<file path="src/rtl/ddr3_phy_pkg.sv">
// Shared DDR3 PHY definitions: delay-sequencer command encodings and FSM state type.
package ddr3_phy_pkg;

  localparam logic [1:0] DLY_OP_WR     = 2'd0;
  localparam logic [1:0] DLY_OP_WR_ALL = 2'd1;
  localparam logic [1:0] DLY_OP_APPLY  = 2'd2;
  localparam logic [1:0] DLY_OP_RSVD   = 2'd3;

  localparam logic DLY_SEL_I = 1'b0;
  localparam logic DLY_SEL_O = 1'b1;

  typedef enum logic [1:0] {
    DLY_IDLE = 2'd0,
    DLY_SCAN = 2'd1,
    DLY_GAP  = 2'd2,
    DLY_LD   = 2'd3
  } dly_state_e;

endpackage

</file>
<file path="src/rtl/dly_shadow_bank.sv">
// Shadow tap registers and dirty flags for one delay set (IDELAY or ODELAY) of a lane.
module dly_shadow_bank
  import ddr3_phy_pkg::*;
#(
  parameter int NUM_BITS   = 9,
  parameter int DLY_WIDTH  = 8,
  parameter int ADDR_WIDTH = 4
) (
  input  logic                                clk,
  input  logic                                rst,
  input  logic                                wr_en,
  input  logic                                wr_all,
  input  logic [ADDR_WIDTH-1:0]               wr_addr,
  input  logic [DLY_WIDTH-1:0]                wr_data,
  input  logic                                clr_en,
  input  logic [ADDR_WIDTH-1:0]               clr_idx,
  output logic [NUM_BITS-1:0][DLY_WIDTH-1:0]  shadow,
  output logic [NUM_BITS-1:0]                 dirty,
  output logic                                any_dirty
);

  logic [NUM_BITS-1:0][DLY_WIDTH-1:0] shadow_d, shadow_q;
  logic [NUM_BITS-1:0]                dirty_d, dirty_q;

  // Writes and scan clears never coincide: writes are only accepted while idle.
  always_comb begin
    shadow_d = shadow_q;
    dirty_d  = dirty_q;
    for (int i = 0; i < NUM_BITS; i++) begin
      if (wr_all || (wr_en && (wr_addr == ADDR_WIDTH'(i)))) begin
        shadow_d[i] = wr_data;
        dirty_d[i]  = 1'b1;
      end else if (clr_en && (clr_idx == ADDR_WIDTH'(i))) begin
        dirty_d[i]  = 1'b0;
      end else begin
        dirty_d[i]  = dirty_q[i];
      end
    end
  end

  always_ff @(posedge clk) begin
    if (rst) begin
      shadow_q <= '0;
      dirty_q  <= {NUM_BITS{1'b0}};
    end else begin
      shadow_q <= shadow_d;
      dirty_q  <= dirty_d;
    end
  end

  assign shadow    = shadow_q;
  assign dirty     = dirty_q;
  assign any_dirty = |dirty_q;

endmodule

</file>
<file path="src/rtl/dq_lane_dly_seq.sv">
// Per-lane IDELAY/ODELAY load sequencer: serialises dirty shadow taps onto dly_data, then loads all bits.
// Optional shadow readback port enabled by DQ_LANE_DLY_READBACK_EN.
module dq_lane_dly_seq
  import ddr3_phy_pkg::*;
#(
  parameter int NUM_BITS   = 9,
  parameter int DLY_WIDTH  = 8,
  parameter int SET_LD_GAP = 2,
  parameter int ADDR_WIDTH = 4
) (
  input  logic                  clk,
  input  logic                  rst,
  input  logic                  cmd_valid,
  output logic                  cmd_ready,
  input  logic [1:0]            cmd_op,
  input  logic                  cmd_sel,
  input  logic [ADDR_WIDTH-1:0] cmd_addr,
  input  logic [DLY_WIDTH-1:0]  cmd_data,
  output logic                  busy,
  output logic                  done,
  output logic                  err,
  output logic [DLY_WIDTH-1:0]  dly_data,
  output logic [NUM_BITS-1:0]   set_idelay,
  output logic [NUM_BITS-1:0]   set_odelay,
  output logic [NUM_BITS-1:0]   ld_idelay,
  output logic [NUM_BITS-1:0]   ld_odelay
`ifdef DQ_LANE_DLY_READBACK_EN
  ,
  input  logic                  rd_sel,
  input  logic [ADDR_WIDTH-1:0] rd_addr,
  output logic [DLY_WIDTH-1:0]  rd_data,
  output logic                  rd_dirty
`endif
);

  localparam logic [ADDR_WIDTH:0]   NB_EXT   = NUM_BITS[ADDR_WIDTH:0];
  localparam logic [ADDR_WIDTH-1:0] LAST_IDX = ADDR_WIDTH'(NUM_BITS - 1);
  localparam logic [2:0]            GAP_LEN  = SET_LD_GAP[2:0];
  localparam logic [NUM_BITS-1:0]   ONE_BIT  = NUM_BITS'(1'b1);

  logic [NUM_BITS-1:0][DLY_WIDTH-1:0] shadow_i, shadow_o;
  logic [NUM_BITS-1:0]                dirty_i, dirty_o, bank_dirty;
  logic [DLY_WIDTH-1:0]               bank_tap;
  logic any_i, any_o;

  logic accept, addr_ok, wr_one, wr_every, start;
  logic scan_go, set_hit, ld_go;
  logic [ADDR_WIDTH-1:0] scan_idx;

  dly_state_e            state_d, state_q;
  logic [ADDR_WIDTH-1:0] idx_d, idx_q;
  logic [2:0]            gap_d, gap_q;
  logic                  sel_d, sel_q, any_d, any_q;
  logic                  busy_d, busy_q, cmd_ready_d, cmd_ready_q;
  logic                  done_d, done_q, err_d, err_q;
  logic [DLY_WIDTH-1:0]  dly_data_d, dly_data_q;
  logic [NUM_BITS-1:0]   set_i_d, set_i_q, set_o_d, set_o_q;
  logic [NUM_BITS-1:0]   ld_i_d, ld_i_q, ld_o_d, ld_o_q;

  assign accept   = cmd_valid && cmd_ready_q;
  assign addr_ok  = ({1'b0, cmd_addr} < NB_EXT);
  assign wr_one   = accept && (cmd_op == DLY_OP_WR) && addr_ok;
  assign wr_every = accept && (cmd_op == DLY_OP_WR_ALL);
  assign start    = accept && (cmd_op == DLY_OP_APPLY);

  dly_shadow_bank #(.NUM_BITS(NUM_BITS), .DLY_WIDTH(DLY_WIDTH), .ADDR_WIDTH(ADDR_WIDTH)) u_bank_i (
    .clk       (clk),
    .rst       (rst),
    .wr_en     (wr_one && (cmd_sel == DLY_SEL_I)),
    .wr_all    (wr_every && (cmd_sel == DLY_SEL_I)),
    .wr_addr   (cmd_addr),
    .wr_data   (cmd_data),
    .clr_en    (set_hit && (sel_d == DLY_SEL_I)),
    .clr_idx   (scan_idx),
    .shadow    (shadow_i),
    .dirty     (dirty_i),
    .any_dirty (any_i)
  );

  dly_shadow_bank #(.NUM_BITS(NUM_BITS), .DLY_WIDTH(DLY_WIDTH), .ADDR_WIDTH(ADDR_WIDTH)) u_bank_o (
    .clk       (clk),
    .rst       (rst),
    .wr_en     (wr_one && (cmd_sel == DLY_SEL_O)),
    .wr_all    (wr_every && (cmd_sel == DLY_SEL_O)),
    .wr_addr   (cmd_addr),
    .wr_data   (cmd_data),
    .clr_en    (set_hit && (sel_d == DLY_SEL_O)),
    .clr_idx   (scan_idx),
    .shadow    (shadow_o),
    .dirty     (dirty_o),
    .any_dirty (any_o)
  );

  // Outputs are registered from the next state, so cycle k of an apply shows the action of slot k.
  always_comb begin
    state_d  = state_q;
    idx_d    = idx_q;
    gap_d    = gap_q;
    sel_d    = sel_q;
    any_d    = any_q;
    busy_d   = busy_q;
    scan_go  = 1'b0;
    scan_idx = idx_q;
    ld_go    = 1'b0;
    case (state_q)
      DLY_IDLE: begin
        if (start) begin
          state_d  = DLY_SCAN;
          idx_d    = {ADDR_WIDTH{1'b0}};
          sel_d    = cmd_sel;
          any_d    = (cmd_sel == DLY_SEL_O) ? any_o : any_i;
          busy_d   = 1'b1;
          scan_go  = 1'b1;
          scan_idx = {ADDR_WIDTH{1'b0}};
        end else begin
          state_d  = DLY_IDLE;
        end
      end
      DLY_SCAN: begin
        if (idx_q != LAST_IDX) begin
          idx_d    = idx_q + ADDR_WIDTH'(1);
          scan_go  = 1'b1;
          scan_idx = idx_q + ADDR_WIDTH'(1);
        end else if (GAP_LEN != 3'd0) begin
          state_d  = DLY_GAP;
          gap_d    = 3'd1;
        end else begin
          state_d  = DLY_LD;
          ld_go    = 1'b1;
        end
      end
      DLY_GAP: begin
        if (gap_q == GAP_LEN) begin
          state_d  = DLY_LD;
          ld_go    = 1'b1;
        end else begin
          gap_d    = gap_q + 3'd1;
        end
      end
      DLY_LD: begin
        state_d = DLY_IDLE;
        busy_d  = 1'b0;
      end
      default: begin
        state_d = DLY_IDLE;
        busy_d  = 1'b0;
      end
    endcase
  end

  assign bank_dirty = (sel_d == DLY_SEL_O) ? dirty_o : dirty_i;
  assign bank_tap   = (sel_d == DLY_SEL_O) ? shadow_o[scan_idx] : shadow_i[scan_idx];
  assign set_hit    = scan_go && bank_dirty[scan_idx];

  // Strobe and data bus next values.
  always_comb begin
    cmd_ready_d = !busy_d;
    done_d      = ld_go;
    err_d       = accept && ((cmd_op == DLY_OP_RSVD) || ((cmd_op == DLY_OP_WR) && !addr_ok));
    if (set_hit) begin
      dly_data_d = bank_tap;
      set_i_d    = (sel_d == DLY_SEL_I) ? (ONE_BIT << scan_idx) : {NUM_BITS{1'b0}};
      set_o_d    = (sel_d == DLY_SEL_O) ? (ONE_BIT << scan_idx) : {NUM_BITS{1'b0}};
    end else begin
      dly_data_d = dly_data_q;
      set_i_d    = {NUM_BITS{1'b0}};
      set_o_d    = {NUM_BITS{1'b0}};
    end
    if (ld_go && any_q) begin
      ld_i_d = (sel_q == DLY_SEL_I) ? {NUM_BITS{1'b1}} : {NUM_BITS{1'b0}};
      ld_o_d = (sel_q == DLY_SEL_O) ? {NUM_BITS{1'b1}} : {NUM_BITS{1'b0}};
    end else begin
      ld_i_d = {NUM_BITS{1'b0}};
      ld_o_d = {NUM_BITS{1'b0}};
    end
  end

  // Sequencer state and registered outputs.
  always_ff @(posedge clk) begin
    if (rst) begin
      state_q     <= DLY_IDLE;
      idx_q       <= {ADDR_WIDTH{1'b0}};
      gap_q       <= 3'd0;
      sel_q       <= DLY_SEL_I;
      any_q       <= 1'b0;
      busy_q      <= 1'b0;
      cmd_ready_q <= 1'b1;
      done_q      <= 1'b0;
      err_q       <= 1'b0;
      dly_data_q  <= {DLY_WIDTH{1'b0}};
      set_i_q     <= {NUM_BITS{1'b0}};
      set_o_q     <= {NUM_BITS{1'b0}};
      ld_i_q      <= {NUM_BITS{1'b0}};
      ld_o_q      <= {NUM_BITS{1'b0}};
    end else begin
      state_q     <= state_d;
      idx_q       <= idx_d;
      gap_q       <= gap_d;
      sel_q       <= sel_d;
      any_q       <= any_d;
      busy_q      <= busy_d;
      cmd_ready_q <= cmd_ready_d;
      done_q      <= done_d;
      err_q       <= err_d;
      dly_data_q  <= dly_data_d;
      set_i_q     <= set_i_d;
      set_o_q     <= set_o_d;
      ld_i_q      <= ld_i_d;
      ld_o_q      <= ld_o_d;
    end
  end

  assign cmd_ready  = cmd_ready_q;
  assign busy       = busy_q;
  assign done       = done_q;
  assign err        = err_q;
  assign dly_data   = dly_data_q;
  assign set_idelay = set_i_q;
  assign set_odelay = set_o_q;
  assign ld_idelay  = ld_i_q;
  assign ld_odelay  = ld_o_q;

`ifdef DQ_LANE_DLY_READBACK_EN
  always_comb begin
    if ({1'b0, rd_addr} < NB_EXT) begin
      rd_data  = (rd_sel == DLY_SEL_O) ? shadow_o[rd_addr] : shadow_i[rd_addr];
      rd_dirty = (rd_sel == DLY_SEL_O) ? dirty_o[rd_addr] : dirty_i[rd_addr];
    end else begin
      rd_data  = {DLY_WIDTH{1'b0}};
      rd_dirty = 1'b0;
    end
  end
`endif

endmodule

</file>
<file path="config.mk">
export PLATFORM = sky130hd
export DESIGN_NAME = dq_lane_dly_seq
export DESIGN_NICKNAME = d
export VERILOG_FILES = /design/src/rtl/ddr3_phy_pkg.sv /design/src/rtl/dly_shadow_bank.sv /design/src/rtl/dq_lane_dly_seq.sv
export SDC_FILE = /design/constraint.sdc
export NUM_CORES = 1
export LEC_CHECK = 0
export ABC_AREA = 1
export CAP_MARGIN = 20
export CORE_MARGIN = 5
export CORE_UTILIZATION = 59
export CTS_CLUSTER_SIZE = 10
export DETAILED_ROUTE_END_ITERATION = 10
export PLACE_DENSITY = 0.78
export SYNTH_ARGS = -nofsm -noshare
export SYNTH_HDL_FRONTEND = slang
export SYNTH_SLANG_ARGS = --single-unit
</file>
<file path="constraint.sdc">
create_clock -name clk -period 2.86 [get_ports clk]
set_clock_uncertainty 0.2 [all_clocks]
set_input_delay 0.572 -clock clk [delete_from_list [all_inputs] [get_ports clk]]
set_output_delay 0.572 -clock clk [all_outputs]
set_load 0.005 [all_outputs]
</file>
### Word-level counts from Yosys, hierarchy flattened

Cells that the tools add are included.

* $add $sub $neg: 2
* order comparisons: 2
* eq/ne operators: 27
* shift-type cells: 1
* mux-type cells: 66
* bitwise operators: 4
* reduce and logical (&&, ||, !) cells: 103

Operators by type and width (number)
* $bmux 8 s4: 2
* $logic_and 1x1->1: 51
* $mux 1: 46
* $reduce_bool 2->1: 19
* $eq 4x3->1 const B: 8
* $mux 9: 3
* $mux 8: 3
* $logic_or 1x1->1: 19
* $reduce_or 9->1: 2
* $eq 4x2->1 const B: 4
* $shl 1x4->9 const A: 1
* $eq 2x2->1 const B: 4
* $eq 4x1->1 const B: 2
* $eq 4x4->1 const B: 2
* $logic_not 4->1: 2
* $mux 4: 2
* $pmux 2 s4: 1
* $pmux 4 s2: 1
* $mux 3: 2
* $ne 2x2->1 const B: 3
* $pmux 3 s2: 1
* $reduce_or 3->1: 2
* $lt 4x5->1 const B: 1
* $add 4x1->4 const B: 1
* other kinds (14): 23

* register bits: 221
* input port bits: 18

### Logic depth before layout (Yosys ltp)

* word-level depth: 12
* depth in mapped cells: 19
* depth with buffers taken out: 17

### Modules after synthesis

A second synthesis with hierarchy kept.

* cells, all modules: 1836
* area, all modules: 11732.5 µm²

Modules (own cells, without submodules)
* dly_shadow_bank: times used 2, cells each 553, area each 3751.1 µm², seq. area each 1621.6 µm²
* dq_lane_dly_seq: times used 1, cells each 730, area each 4230.3 µm², seq. area each 860.8 µm²

### Worst setup path before layout

OpenSTA, ideal clock, no wires.

* path type: input port to flip-flop
* start point: input port cmd_valid
* end point: register u_bank_i.dirty_q[1] (netlist: u_bank_i.dirty[1])
* arrival: 2.114 ns
* setup slack: 0.414 ns
* stages: 15
* path buffers: 2
* path through: nand2_1 -> inv_2 -> nand2_1 -> nand3_1 -> nand3_2 -> buf_4 -> nor2_2 -> nand3_1 -> nand2_1 -> nand2_1 -> a21oi_4 -> buf_6 -> nand4_1 -> nand2_1 -> a21oi_1

* longest elaborated chain between the ends: 11
* elaborated cells on any way between the ends: 25
* classes of those cells: eq/ne: 1; mux: 10; bitwise: 1; reduce/logical: 13

RTL lines
* start, declared: line dq_lane_dly_seq.sv:13 `input logic cmd_valid,`
* $logic_and 1x1->1 *: line dq_lane_dly_seq.sv:60 `assign accept = cmd_valid && cmd_ready_q;`
* $logic_and 1x1->1: line dq_lane_dly_seq.sv:64 `assign start = accept && (cmd_op == DLY_OP_APPLY);`
* $mux 1: line dq_lane_dly_seq.sv:107 `if (start) begin`
* $mux 1: line dq_lane_dly_seq.sv:105 `case (state_q)`
* $mux 9: line dq_lane_dly_seq.sv:151 `assign bank_dirty = (sel_d == DLY_SEL_O) ? dirty_o : dirty_i;`
* $bmux 1 s4: line dq_lane_dly_seq.sv:153 `assign set_hit = scan_go && bank_dirty[scan_idx];`
* $mux 1 (not written as such): line dq_lane_dly_seq.sv:153
* $logic_and 1x1->1: line dq_lane_dly_seq.sv:153
* $logic_and 1x1->1: line dq_lane_dly_seq.sv:73 `.clr_en (set_hit && (sel_d == DLY_SEL_I)),`
* $logic_and 1x1->1: line dly_shadow_bank.sv:33 `end else if (clr_en && (clr_idx == ADDR_WIDTH'(i))) begin`
* $reduce_bool 2->1 (no line)
* end signal, assigned: line dly_shadow_bank.sv:44 `dirty_q <= {NUM_BITS{1'b0}};`
* end signal, assigned: line dly_shadow_bank.sv:47 `dirty_q <= dirty_d;`
* end, declared: line dly_shadow_bank.sv:23 `logic [NUM_BITS-1:0] dirty_d, dirty_q;`

Every way passes the cells marked *; elsewhere a longest branch is shown, timed or not. The select of a mux whose other input is x is not followed.
A chain may end at the register's enable or synchronous reset.

### Worst setup path in the final report

* start point: register state_q[1]
* end point: register dly_data_q[5] (netlist: dly_data[5])

* longest elaborated chain between the ends: 6
* elaborated cells on any way between the ends: 14
* classes of those cells: eq/ne: 1; mux: 11; reduce/logical: 2

RTL lines
* start, declared: line dq_lane_dly_seq.sv:50 `dly_state_e state_d, state_q;`
* start signal, assigned: line dq_lane_dly_seq.sv:196 `state_q <= state_d;`
* branches (longest 6 deep; another with $bmux 8 s4)
* end signal, assigned: line dq_lane_dly_seq.sv:190 `dly_data_q <= {DLY_WIDTH{1'b0}};`
* end signal, assigned: line dq_lane_dly_seq.sv:205 `dly_data_q <= dly_data_d;`
* end, declared: line dq_lane_dly_seq.sv:56 `logic [DLY_WIDTH-1:0] dly_data_d, dly_data_q;`

Several ways; the timed one is not identified. The select of a mux whose other input is x is not followed.

==> impl_metrics.tcl <==
set metrics [dict create \
    outcome "finished clean" \
    root_buffer "clkbuf_16" \
    crit_required_ns 3.09 \
    place_congestion 0.951 \
    grt_start_max_net_pins 92 \
    synth.top_cell.area_share_pct 43.8 \
    syn_area_sq_mm 0.00937 \
    yosys.area.top_type "dfxtp_1" \
    synth_edf_count 0 \
    synthTopCellsByArea "dfxtp_1, nand2_1, nor2_1, o21ai_0, nand3_1" \
    final.period_utilization_pct 94.3 \
    synth.most_common_cell "nand2_1" \
    vdd_drop_max_uv 474 \
    grt_pass1_wl_microns 46000 \
    clk_latency_ns 0.51 \
    dpl_worst_slack_ns -0.265 \
    detail_route.wl_per_cell_microns 16.5 \
    cts-hold-fix-buffers 0 \
    power.density_mw_per_mm2 672 \
    path_class "register to register" \
    drtPass1Iterations 5 \
    synthTopCellsByCount "nand2_1, nor2_1, dfxtp_1" \
    p_leak_uw 0.00526 \
    portBuffers 65 \
    cts_tree "yes" \
    layout.cells.non_filler 1753 \
    layout_setup_ws_ns 0.163 \
    path_clk_slew_ns 0.06 \
    fin_util_pct 73.5 \
    yosysWarnings 0 \
    vias_per_cell 5.53 \
    nets 1558 \
    syn_nets 1434 \
    cts_buffer_depth 3 \
    placedCellCount 1721 \
    ys_seq_area_share_pct 43.8 \
    routed_wl_microns 29000 \
    hold_path.class "primary input to register" \
    cap_violations 0 \
    setup_viol 0 \
    seq_area_sq_mm 0.00411 \
    die_width_microns 136 \
    grt_antenna_before_repair 0 \
    cts_made_buffers 24 \
    hpwl_microns 19800 \
    gr-total-overflow 0 \
    crit_arrival_ns 2.93 \
    power_uw 7760 \
    maxSlewViolCount 0 \
    slew_headroom_pct 50.7 \
    start_kind "register" \
    worstPathMaxFanout 19 \
    cts_max_level 1 \
    core_sq_mm 0.0157 \
    nFillCells 1328 \
    multi_input_area_sq_mm 0.00457 \
    die-area_sq_mm 0.0185 \
    vias 9697 \
    drtIter0Drc 903 \
    avgSynthCellArea_sq_um 6.65 \
    hold_viol 0 \
    pin_count 66 \
    numClockSinks 205 \
    syn_to_final_growth_pct 23.2 \
    ys_seq_elements 205 \
    chipHeight_microns 136 \
    fin_crit_ns 2.70 \
    synthCells 1409 \
    drc 0 \
    rows 46 \
    fmax_mhz 371 \
    drive_above_1_share_pct 11.8 \
    worst_pin_slew_ns 0.737 \
    diodes 0 \
    initial_core_util_pct 59.6 \
    ant_nets 0 \
    async_flop_share_pct 0 \
    ys_types 35 \
    track_usage_pct 31.1 \
    synthFlopType "dfxtp_1" \
    end_kind "register" \
    grt_pass1_vias 9019 \
]
kinds of logic after synthesis:
kind of cell / after synthesis / share of synthesized area, %
AND/OR/NAND/NOR: 824 / 35.6
AO/OA/AOI/OAI: 217 / 12.1
flip-flops: 205 / 43.8
buffers and inverters: 156 / 7.57
adder cells (fa/ha/maj): 7 / 0.935
layer usage:
layer,global-route usage [%],vias to the layer above,share of wire [%]
li1,-,4706,-
met1,39.2,4427,40
met2,51.4,459,47
met3,5.51,105,8.5
met4,15.3,0,5.2
met5,0,-,0
final cells by class:
| type | instances | area share, % |
|---|---|---|
| sequential | 205 | 35.6 |
| multi-input combinational | 1048 | 39.6 |
| inverter | 75 | 2.46 |
| tap | 216 | 2.34 |
| clock buffer | 30 | 5.58 |
| timing repair buffer | 179 | 14.5 |
timing repair:
action                     CTS  global route
setup endpoints to repair    0            23
buffers inserted             0             1
resized for setup            0             6
hold endpoints to repair     0             0
worst max-delay path, cell delays in order (launching register included):
cell,delay (ns)
dfxtp_1,0.31
inv_1,0.13
ha_1,0.35
nand2_2,0.15
nand2_2,0.11
a21boi_4,0.22
buf_12,0.15
buf_12,0.16
nand2_1,0.06
nand2_1,0.10
nand2_1,0.07
nand3_1,0.07
nand2_1,0.07
nand3_1,0.10
nand2_1,0.07
nand2_1,0.08
nand2_1,0.05
a21oi_1,0.13
cell usage in the layout, fill, tap and decap left out, types with 2 or more instances in the layout:
cell and instances:
nand2_1 406, nor2_1 310, dfxtp_1 204, o21ai_0 169, buf_4 101, clkdlybuf4s50_1 64
inv_1 48, nand3_1 46, a21oi_1 39, nand4_1 26, clkbuf_16 26, clkinv_1 17
buf_12 12, inv_2 9, nand2_2 8, nor3_1 8, nor2_2 6, ha_1 6
clkbuf_1 5, nand3_2 3, nor4_1 3, nand2_4 2, or2_2 2, o21ai_2 2
nor2_4 2
path summary, 6_finish.rpt:
path	from	endpoint	slack, ns	cells past startpoint
hold / removal	rst	any_q	0.21	4
setup / recovery	state_q[1]	dly_data[5]	0.16	17
setup reg to reg	state_q[1]	dly_data[5]	0.16	17
hold reg to reg	u_bank_o.shadow[47]	u_bank_o.shadow[47]	0.26	2
power breakdown:
part	total [uW]	switching, uW	internal [uW]
combinational	2020	1280	743
sequential	3100	88.9	3010
clock	2640	1090	1550
total	7760	2460	5300
sequential cells by signal (all words and copies together), names as in the netlist, 2 cells and up:
| name | flops |
|---|---|
| u_bank_o.dirty | 9 |
| state_q | 2 |
| u_bank_i.shadow | 72 |
| u_bank_o.shadow | 72 |
| u_bank_i.dirty | 9 |
| dly_data | 8 |
| gap_q | 3 |
| set_idelay | 9 |
| set_odelay | 9 |
| idx_q | 4 |
per-stage QoR:
step           hold WS [ns]  TNS (ns)  area, sq um
2_1_floorplan         0.225         0         9370
3_5_place_dp          0.243     -6.00        10800
6_report              0.212         0        11500
5_1_grt               0.244  -0.00344        11500
4_1_cts               0.208         0        11500
3_3_place_gp          0.234     -3.73        10800
Power figures use the tool's default switching activity.
